**config.mk**
```make
export PLATFORM = sky130hd
export DESIGN_NAME = branch_pc_unit
export DESIGN_NICKNAME = d
export VERILOG_FILES = /design/src/rtl/branch_pc_unit.sv
export SDC_FILE = /design/constraint.sdc
export NUM_CORES = 1
export LEC_CHECK = 0
export CAP_MARGIN = 20
export CELL_PAD_IN_SITES_DETAIL_PLACEMENT = 1
export CELL_PAD_IN_SITES_GLOBAL_PLACEMENT = 1
export CORE_ASPECT_RATIO = 0.5
export CORE_MARGIN = 2
export CORE_UTILIZATION = 34
export CTS_CLUSTER_DIAMETER = 40
export DETAILED_ROUTE_END_ITERATION = 10
export GPL_TIMING_DRIVEN = 0
export PLACE_DENSITY = 0.85
export SLEW_MARGIN = 5
export SYNTH_ARGS = -nofsm -noshare
export SYNTH_HDL_FRONTEND = slang
export SYNTH_SLANG_ARGS = --single-unit
export TNS_END_PERCENT = 30
```
**constraint.sdc**
```tcl
create_clock -name clk -period 5.3 [get_ports clk]
set_clock_uncertainty 0.2 [all_clocks]
set_input_delay 1.325 -clock clk [delete_from_list [all_inputs] [get_ports clk]]
set_output_delay 1.325 -clock clk [all_outputs]
set_load 0.005 [all_outputs]
```
**src/rtl/branch_pc_unit.sv**
```systemverilog
// branch_pc_unit: owns the PC, resolves RV32I branches plus JAL/JALR, holds on stall, pulses flush after redirects.
// Optional saturating branch statistics are enabled by defining BRANCH_STATS_EN.
module branch_pc_unit #(
  parameter int unsigned     XLEN     = 32,
  parameter int unsigned     PC_STEP  = 1,
  parameter logic [XLEN-1:0] RESET_PC = '0,
  parameter int unsigned     STAT_W   = 16
) (
  input  logic              clk,
  input  logic              reset,
  input  logic              stall,
  input  logic              branch,
  input  logic              jump,
  input  logic              jalr,
  input  logic [2:0]        funct3,
  input  logic [XLEN-1:0]   rs1_data,
  input  logic [XLEN-1:0]   rs2_data,
  input  logic [XLEN-1:0]   imm,
  output logic [XLEN-1:0]   pc,
  output logic              pc_valid,
  output logic [XLEN-1:0]   link_addr,
  output logic              branch_taken,
  output logic              illegal_br,
  output logic              flush,
  output logic [STAT_W-1:0] branch_count,
  output logic [STAT_W-1:0] taken_count
);

  typedef enum logic [2:0] {
    F3_EQ  = 3'b000,
    F3_NE  = 3'b001,
    F3_LT  = 3'b100,
    F3_GE  = 3'b101,
    F3_LTU = 3'b110,
    F3_GEU = 3'b111
  } funct3_e;

  localparam logic [XLEN-1:0] STEP = XLEN'(PC_STEP);
  // JALR targets drop bit 0 only when the PC is byte-addressed.
  localparam logic [XLEN-1:0] JALR_MASK = (PC_STEP > 1) ? {{(XLEN-1){1'b1}}, 1'b0} : '1;

  logic            cond;
  logic            cond_taken;
  logic [XLEN-1:0] next_pc;
  logic [XLEN-1:0] jalr_target;

  always_comb begin
    // NOTE: defaults first so every path assigns each output and no latch is inferred.
    cond       = 1'b0;
    illegal_br = 1'b0;
    case (funct3_e'(funct3))
      F3_EQ:   cond = (rs1_data == rs2_data);
      F3_NE:   cond = (rs1_data != rs2_data);
      F3_LT:   cond = ($signed(rs1_data) <  $signed(rs2_data));
      F3_GE:   cond = ($signed(rs1_data) >= $signed(rs2_data));
      F3_LTU:  cond = (rs1_data <  rs2_data);
      F3_GEU:  cond = (rs1_data >= rs2_data);
      default: illegal_br = branch;
    endcase
  end

  assign cond_taken   = branch & cond;
  assign branch_taken = jalr | jump | cond_taken;
  assign link_addr    = pc + STEP;
  assign jalr_target  = (rs1_data + imm) & JALR_MASK;

  always_comb begin
    next_pc = pc + STEP;
    if (jalr)                    next_pc = jalr_target;
    else if (jump || cond_taken) next_pc = pc + imm;
  end

  // A stalled cycle drops the redirect; it is re-resolved when the stall releases.
  always_ff @(posedge clk) begin
    // NOTE: non-blocking assignments so every flop samples pre-edge values.
    if (reset) begin
      pc       <= RESET_PC;
      pc_valid <= 1'b0;
      flush    <= 1'b0;
    end else begin
      pc_valid <= 1'b1;
      if (stall) begin
        flush <= 1'b0;
      end else begin
        pc    <= next_pc;
        flush <= branch_taken;
      end
    end
  end

`ifdef BRANCH_STATS_EN
  always_ff @(posedge clk) begin
    if (reset) begin
      branch_count <= '0;
      taken_count  <= '0;
    end else if (!stall && branch) begin
      if (branch_count != '1)              branch_count <= branch_count + STAT_W'(1);
      if (cond_taken && taken_count != '1) taken_count  <= taken_count + STAT_W'(1);
    end
  end
`else
  assign branch_count = '0;
  assign taken_count  = '0;
`endif

endmodule

```
* Word level (Yosys, flattened, before mapping)
Index checks and enable logic that the tools add are counted.
** Operators by class
- Reduce and logical (&&, ||, !) cells :: 4
- Bitwise operators :: 3
- Add/sub/neg operators :: 3
- $lt $le $gt $ge :: 4
- Eq/ne operators :: 7
- Mux-type cells :: 5
** Operator list (count)
- $add 32x32->32 :: 2
- $ge 32x32->1 :: 2
- $lt 32x32->1 :: 2
- $mux 32 :: 2
- $add 32x1->32 const B :: 1
- $eq 32x32->1 :: 1
- $ne 32x32->1 :: 1
- $eq 3x3->1 const B :: 4
- $pmux 1 s6 :: 1
- $reduce_or 6->1 :: 1
- $eq 3x1->1 const B :: 1
- $logic_not 3->1 :: 1
- $mux 1 :: 2
- $or 1x1->1 :: 2
- $reduce_or 2->1 :: 1
- $and 1x1->1 :: 1
- $logic_or 1x1->1 :: 1
** Storage, ports and cells
- Logic and storage cells :: 29
- Output and inout bits :: 100
- Input bits :: 105
- Flip-flop bits (word level) :: 34

* Longest topological paths before layout
Gate-level depths: netlist (run 1).
- Word-level depth :: 6
- Mapped depth :: 15
- Mapped depth without buffers :: 14

* Worst setup path after synthesis (run 1)
No wires, ideal clock.
- Path kind :: input -> output
- Start point :: input port rs2_data[31]
- End point :: output port branch_taken
- Stages :: 12
- Data arrival time :: 3.283 ns
- Buffers on the path :: 2
- Slack :: 0.492 ns
- Path through :: inv_1 ha_1 nand4_1 nor4_1 and3_1 nor2_1 o211ai_1 a211oi_1 nor3_2 buf_2 buf_2 nand2_1
** Between the ends
- Longest elaborated chain between the ends :: 4
- Elaborated cells between the ends (all ways) :: 9
- Classes of those cells :: order compare (4); eq/ne (2); mux (1); bitwise (2)
** Ends and longest elaborated chain
- start, declared :: RTL line 17 : input logic [XLEN-1:0] rs2_data,
- $ge 32x32->1, or another cell as far along :: RTL line 57 : F3_GEU: cond = (rs1_data >= rs2_data);
- $pmux 1 s6 * :: RTL line 51 : case (funct3_e'(funct3))
- $and 1x1->1 * :: RTL line 62 : assign cond_taken = branch & cond;
- $or 1x1->1 * :: RTL line 63 : assign branch_taken = jalr | jump | cond_taken;
- end, declared :: RTL line 22 : output logic branch_taken,
Every way passes the cells marked *; elsewhere a longest branch is shown, timed or not.

* Final worst setup path (run 1)
- Start point :: input port rs2_data[1]
- End point :: output port branch_taken
Same word-level chain as after synthesis.

==> results of run 1 <==
layer usage:
| layer | global-route usage (%) | vias up |
|---|---|---|
| met5 | 0 | - |
| met4 | 4.57 | 0 |
| met3 | 4.45 | 31 |
| met2 | 45.3 | 244 |
| met1 | 36.5 | 3706 |
| li1 | - | 3619 |
flip-flops by register name, summed over array words and instances, names as in the netlist:
name	flops
flush	1
pc	32
pc_valid	1
cell type report:
type	count	area (µm²)	share of cell area, %
repair buffers	186	1950	20.8
multi-input cells	774	5750	61.2
plain buffers	54	343	3.65
inverters	59	221	2.36
diodes	1	2.50	0.0266
clock inverters	1	5.00	0.0533
well taps	240	300	3.20
flip-flops and latches	34	681	7.24
clock buffers	7	143	1.52
worst paths after layout:
path	depth (start not counted)	slack (ps)	start	end
max	15	80	rs2_data[1]	branch_taken
min	2	360	pc[22]	pc[22]
max reg2reg	14	1370	pc[0]	pc[30]
min reg2reg	2	360	pc[22]	pc[22]
cells in the final DEF (no fill, tap or decap), types with 7 or more instances in the layout:
| cell | instances |
|---|---|
| sky130_fd_sc_hd__a21o_1 | 22 |
| sky130_fd_sc_hd__buf_4 | 44 |
| sky130_fd_sc_hd__a21oi_1 | 99 |
| sky130_fd_sc_hd__and3_1 | 10 |
| sky130_fd_sc_hd__a21oi_2 | 7 |
| sky130_fd_sc_hd__o21ai_0 | 47 |
| sky130_fd_sc_hd__dlymetal6s2s_1 | 56 |
| sky130_fd_sc_hd__xnor2_1 | 49 |
| sky130_fd_sc_hd__mux2i_1 | 8 |
| sky130_fd_sc_hd__conb_1 | 32 |
| sky130_fd_sc_hd__inv_2 | 25 |
| sky130_fd_sc_hd__nor2_1 | 71 |
| sky130_fd_sc_hd__inv_1 | 33 |
| sky130_fd_sc_hd__xor2_1 | 39 |
| sky130_fd_sc_hd__nand2b_1 | 10 |
| sky130_fd_sc_hd__clkbuf_1 | 18 |
| sky130_fd_sc_hd__ha_1 | 68 |
| sky130_fd_sc_hd__dfxtp_1 | 34 |
| sky130_fd_sc_hd__nor3_1 | 12 |
| sky130_fd_sc_hd__o21a_1 | 12 |
| sky130_fd_sc_hd__o22ai_1 | 9 |
| sky130_fd_sc_hd__ha_4 | 27 |
| sky130_fd_sc_hd__clkdlybuf4s50_1 | 110 |
| sky130_fd_sc_hd__nand3_1 | 27 |
| sky130_fd_sc_hd__nand2_1 | 83 |
| sky130_fd_sc_hd__a211oi_1 | 11 |
| sky130_fd_sc_hd__o211ai_1 | 17 |
| sky130_fd_sc_hd__nand4_1 | 15 |
power by group:
part	leakage (nW)	internal [mW]	total (mW)	switching (mW)
combinational	4.02	0.483	1.03	0.543
clock	0.0739	0.187	0.306	0.119
sequential	0.281	0.282	0.336	0.0546
repair_timing:
item | CTS | global route
setup buffers | 8 | 9
endpoints found under the setup margin | 34 | 3
resized for setup | 34 | 126
pin swaps | 20 | 40
worst max-delay path: cells and delay by family:
family	cells	cell delay, ps
AND/OR/NAND/NOR	3	260
buffers and inverters	6	1070
adder cells (fa/ha/maj)	1	240
AO/OA/AOI/OAI	5	790
kinds of logic after synthesis:
family          after synthesis  synth area share [%]
other cells                   1                0.0587
xor+xnor                     88                  12.1
simple gates                252                  18.1
mux                          10                  1.60
compound gates              295                  29.6
fa+ha+maj                    97                  19.2
flops                        34                  10.6
buf+inv                     114                  8.67
through the flow:
stage	instances	hold slack (ps)
final	1356	362
after global routing	1355	397
after CTS	1347	355
after detailed placement	1333	346
after global placement	1333	336
after floorplan	922	286
==> run summary, run 1 <==
- **count of maximum capacitance violations** 0
- **Worst Setup Slack post-DPL** -2640 ps
- **Setup TNS Final** 0 ps
- **# IOs** 205
- **crit-path cells** clkdlybuf4s50_1 > inv_1 > ha_4 > nand2b_1 > a21oi_2 > o21ai_4 > o2111ai_4 > a21oi_2 > buf_4 > a211oi_2 > nor3_4 > buf_6 > buf_12 > nand2_1 > buf_2
- **Syn. warnings** 0
- **via density per instance** 5.60
- **routed vias** 7,600
- **overflow left after global routing** 0
- **Critical Path Max Stage Delay** 460 ps
- **number of max-slew violations in the final report** 0
- **height of the die** 101 µm
- **count of state elements after synthesis** 34
- **final setup slack of the worst path** 79.2 ps
- **cell type with the highest aggregate area in the netlist** sky130_fd_sc_hd__ha_1
- **Peak Freq** 192 MHz
- **wire length of the first global-routing pass** 42,100 µm
- **number of enable-type register cells in the synthesized netlist** 0
- **core area** 18,400 µm²
- **area of all placed cells without fillers** 9400 µm²
- **share of the yosys chip area belonging to registers** 10.6%
- **Die Span X** 198 µm
- **Initial Util** 34.8%
- **1st-pass router iterations** 5
- **number of clock sinks** 34
- **WL/cell** 20.7 µm
- **nets** 1,316
- **netlist area before placement** 6390 µm²
- **gr usage total** 26.8%
- **Max IR drop VDD** 0.135 mV
- **vias in the first global route** 7,720
- **total routed wire length on the met1 layer** 12,800 µm
- **Syn-to-layout area delta** 47.0%
- **most used standard cell by instance count after synthesis** sky130_fd_sc_hd__a21oi_1
- **clock tree root buffer cell** sky130_fd_sc_hd__clkbuf_16
- **# port buffers** 171
- **# H-tree levels** 2
- **leading post-synthesis cells by instance count** sky130_fd_sc_hd__a21oi_1, sky130_fd_sc_hd__ha_1, sky130_fd_sc_hd__nand2_1
- **total of fill cells in the finished design** 2,274
- **gate count of the mapped netlist** 891
- **total CTS buffers** 5
- **post-detailed-placement cell area** 8520 µm²
- **unrepaired setup endpoints after global routing** true
- **Final Setup Violations** 0
- **outcome** finished clean
- **Hold Buf Count CTS** 0
- **crit path max-delay cell type** sky130_fd_sc_hd__clkdlybuf4s50_1
- **headroom to the max-slew limit** 40.6%
- **top sig layer** met4
- **final-report hold violation count** 0
- **total length of routed wires** 28,100 µm
- **Worst setup SP type** primary input
- **TritonCTS clock tree** done
- **Leak** 4.38 nW
- **class of the tightest hold or removal check** register to register
- **final clock period utilization by the worst path** 98.5%
- **RD Place Congestion** 0.956
- **met3 WL** 1810 µm
- **first-iteration detailed-routing DRC count** 415
- **crit path capture type** primary output
- **unique cell type count in the Yosys netlist** 69
- **most area-consuming cells after synthesis** sky130_fd_sc_hd__ha_1, sky130_fd_sc_hd__dfxtp_1, sky130_fd_sc_hd__a21oi_1, sky130_fd_sc_hd__xnor2_1, sky130_fd_sc_hd__xor2_1
- **critical path peak fanout** 2
- **data arrival time of the critical path** 3700 ps
- **PD cells** 177 nW/µm²
- **async set-or-reset flop fraction in the synthesized netlist** 0%
- **required time worst endpoint** 3770 ps
- **share of Yosys cell area claimed by the top area cell type** 18.6%
- **total met2 wirelength after detailed routing** 13,100 µm
- **slew of the pin with the lowest slew margin** 883 ps
- **sum of net half-perimeters after detailed placement** 22,600 µm
- **overall power consumption** 1.67 mW
- **largest net degree at the start of global routing** 19
- **critical path class** primary input to primary output
- **maximum count of clock buffers along a single path** 2
- **minimum period implied by the final worst setup slack** 5220 ps
- **std cell rows** 35
- **clk slew on worst S/H paths** 60 ps
- **fin util** 51.1%
- **post-synthesis average cell area** 7.18 µm²
- **initial antenna violation count** 0
- **insertion delay to the later sink of the worst-skew pair** 280 ps
- **prevailing post-synth register cell** sky130_fd_sc_hd__dfxtp_1
- **area of the die** 20,000 µm²
- **post-detailed-route count of antenna-violating nets** 0
- **crit-path most repeated cell** sky130_fd_sc_hd__a21oi_2
- **drt drc** 0
- **layout cells sized above 1** 13.6%
(Power assumes the default switching activity.)
==> inputs of run 2 (changes only) <==
--- a/config.mk
+++ b/config.mk
@@ -10,9 +10,10 @@
 export CELL_PAD_IN_SITES_GLOBAL_PLACEMENT = 1
 export CORE_ASPECT_RATIO = 0.5
 export CORE_MARGIN = 2
-export CORE_UTILIZATION = 34
+export CORE_UTILIZATION = 47
 export CTS_CLUSTER_DIAMETER = 40
 export DETAILED_ROUTE_END_ITERATION = 10
+export DONT_BUFFER_PORTS = 1
 export GPL_TIMING_DRIVEN = 0
 export PLACE_DENSITY = 0.85
 export SLEW_MARGIN = 5
==> run 2 against run 1 <==
Clock power is 12% higher. Largest power group unchanged. Critical path type unchanged. Wire length is 14% lower. Via count down 8.9%. Sequential power rose by 2%. Worst setup slack better by 48 ps. Global-route usage rose by 5.6 points. Utilization rose by 0.89 points. Total power decreased by 13%. Hold slack improved by 32 ps. Critical endpoint unchanged. Die area shrank 27%.
==> run summary, run 2 (synthesis gave the netlist of run 1 again) <==
- **number of non-filler instances in the completed layout** 1,108
- **minimum period implied by the final worst setup slack** 5170 ps
- **Peak Freq** 193 MHz
- **grt met2 use** 54.8%
- **count of maximum capacitance violations** 0
- **most used routing layer in global routing** met2
- **post-detailed-placement cell area** 6730 µm²
- **sum of net half-perimeters after detailed placement** 20,300 µm
- **Placed Cells incl. Taps** 1,098
- **PD cells** 209 nW/µm²
- **1st-pass router iterations** 5
- **layout cells sized above 1** 7.19%
- **Initial Util** 47.7%
- **crit path capture type** primary output
- **Die Span X** 169 µm
- **crit-path cells** inv_1 > ha_1 > nand4_1 > nor4_1 > and3_1 > nor2_1 > o211ai_1 > a211oi_1 > nor3_4 > buf_12 > nand2_1
- **ant diodes** 0
- **headroom to the max-slew limit** 36.0%
- **total CTS buffers** 5
- **clk slew on worst S/H paths** 60 ps
- **Leak** 3.16 nW
- **RD Place Congestion** 0.874
- **TritonCTS clock tree** done
- **routed vias** 6,926
- **required time worst endpoint** 3770 ps
- **largest net degree at the start of global routing** 20
- **area of all placed cells without fillers** 6970 µm²
- **overflow left after global routing** 0
- **critical path buffer and inverter count** 2
- **met1 Track Usage GR** 41.0%
- **wire length of the first global-routing pass** 37,300 µm
- **Final Setup Violations** 0
- **WL/cell** 21.9 µm
- **met3 usage** 9.59%
- **outcome** finished clean
- **Syn-to-layout area delta** 8.96%
- **most frequent standard cell in the layout excluding fill and tap cells** sky130_fd_sc_hd__a21oi_1
- **final clock period utilization by the worst path** 97.6%
- **data arrival time of the critical path** 3650 ps
- **crit path max-delay cell type** sky130_fd_sc_hd__nor4_1
- **leading cell types in the layout, fill and taps excluded** sky130_fd_sc_hd__a21oi_1, sky130_fd_sc_hd__ha_1, sky130_fd_sc_hd__nand2_1
- **Critical Path Max Stage Delay** 410 ps
- **slew of the pin with the lowest slew margin** 936 ps
- **vias in the first global route** 7,032
- **total of fill cells in the finished design** 1,751
- **total length of routed wires** 24,300 µm
- **flip-flop count of the largest register, all copies and words added** 32
- **critical path peak fanout** 19
- **height of the die** 86.5 µm
- **drt drc** 0
- **number of clock sinks** 34
- **first-iteration detailed-routing DRC count** 406
- **# port buffers** 0
- **overall power consumption** 1.46 mW
- **nets** 1,133
- **core area** 13,400 µm²
- **via density per instance** 6.25
- **most flop-heavy register** pc
- **initial antenna violation count** 0
- **post-detailed-route count of antenna-violating nets** 0
- **unrepaired setup endpoints after global routing** false
- **area of the die** 14,600 µm²
- **Setup TNS Final** 0 ps
- **std cell rows** 30
- **number of max-slew violations in the final report** 0
- **leading registers by flop count** pc (32), flush (1), pc_valid (1)
- **Max IR drop VDD** 0.109 mV
- **clock tree root buffer cell** sky130_fd_sc_hd__clkbuf_16
- **final-report hold violation count** 0
- **maximum count of clock buffers along a single path** 2
- **gr usage total** 32.4%
- **insertion delay to the later sink of the worst-skew pair** 280 ps
- **Worst setup SP type** primary input
- **# H-tree levels** 2
- **class of the tightest hold or removal check** register to register
- **# IOs** 205
- **worst hold-check slack** 395 ps
- **critical path's top delay family** simple AND/OR/NAND/NOR gates
- **critical path class** primary input to primary output
==> run 2: what timing repair did <==
item | CTS | global route
hold buffers | 0 | 0
pin swaps | 2 | 3
buffers inserted | 2 | 1
endpoints found under the setup margin | 22 | 1
resized for setup | 7 | 4
hold endpoints to repair | 0 | 0
==> run 2: area by class of cell <==
cell class	instances	area, µm²	share of cell area (%)
Clock buffer	5	125	1.80
Multi-Input combinational cell	774	5310	76.2
Sequential cell	34	681	9.77
Inverter	59	221	3.18
Clock inverter	3	45.0	0.647
Timing Repair Buffer	3	22.5	0.323
Buffer	54	343	4.92
Tap cell	176	220	3.16
==> run 2: layer usage <==
metal  part of all wire (%)  vias to the layer above
met5                      0                        -
met4                    2.4                        0
met3                     10                       57
met2                     44                      320
met1                     43                     3298
li1                       -                     3251
==> run 2: worst paths after layout <==
path,from,to,slack [ps],cells after the start
worst max-delay path,rs2_data[31],branch_taken,130,11
worst min-delay path,pc[22],pc[22],390,2
worst max register to register,pc[4],pc[29],980,11
worst min register to register,pc[22],pc[22],390,2
==> run 2: where the power goes <==
group / internal, mW / switching [mW]
combinational: 0.311 / 0.460
clock: 0.222 / 0.121
sequential: 0.282 / 0.0618
total: 0.815 / 0.643
==> run 2: worst min-delay path, stage by stage (launching register included) <==
cell and delay [ps]:
sky130_fd_sc_hd__dfxtp_1 380, sky130_fd_sc_hd__nand2_1 100, sky130_fd_sc_hd__a21oi_1 60
==> run 2: through the flow <==
stage / utilization, % / worst slack (ps)
CTS: 51.8 / 139
global placement: 50.2 / -1310
finish: 52.0 / 127
detailed placement: 50.2 / -1260
global route: 52.0 / 7.16
floorplan: - / 492
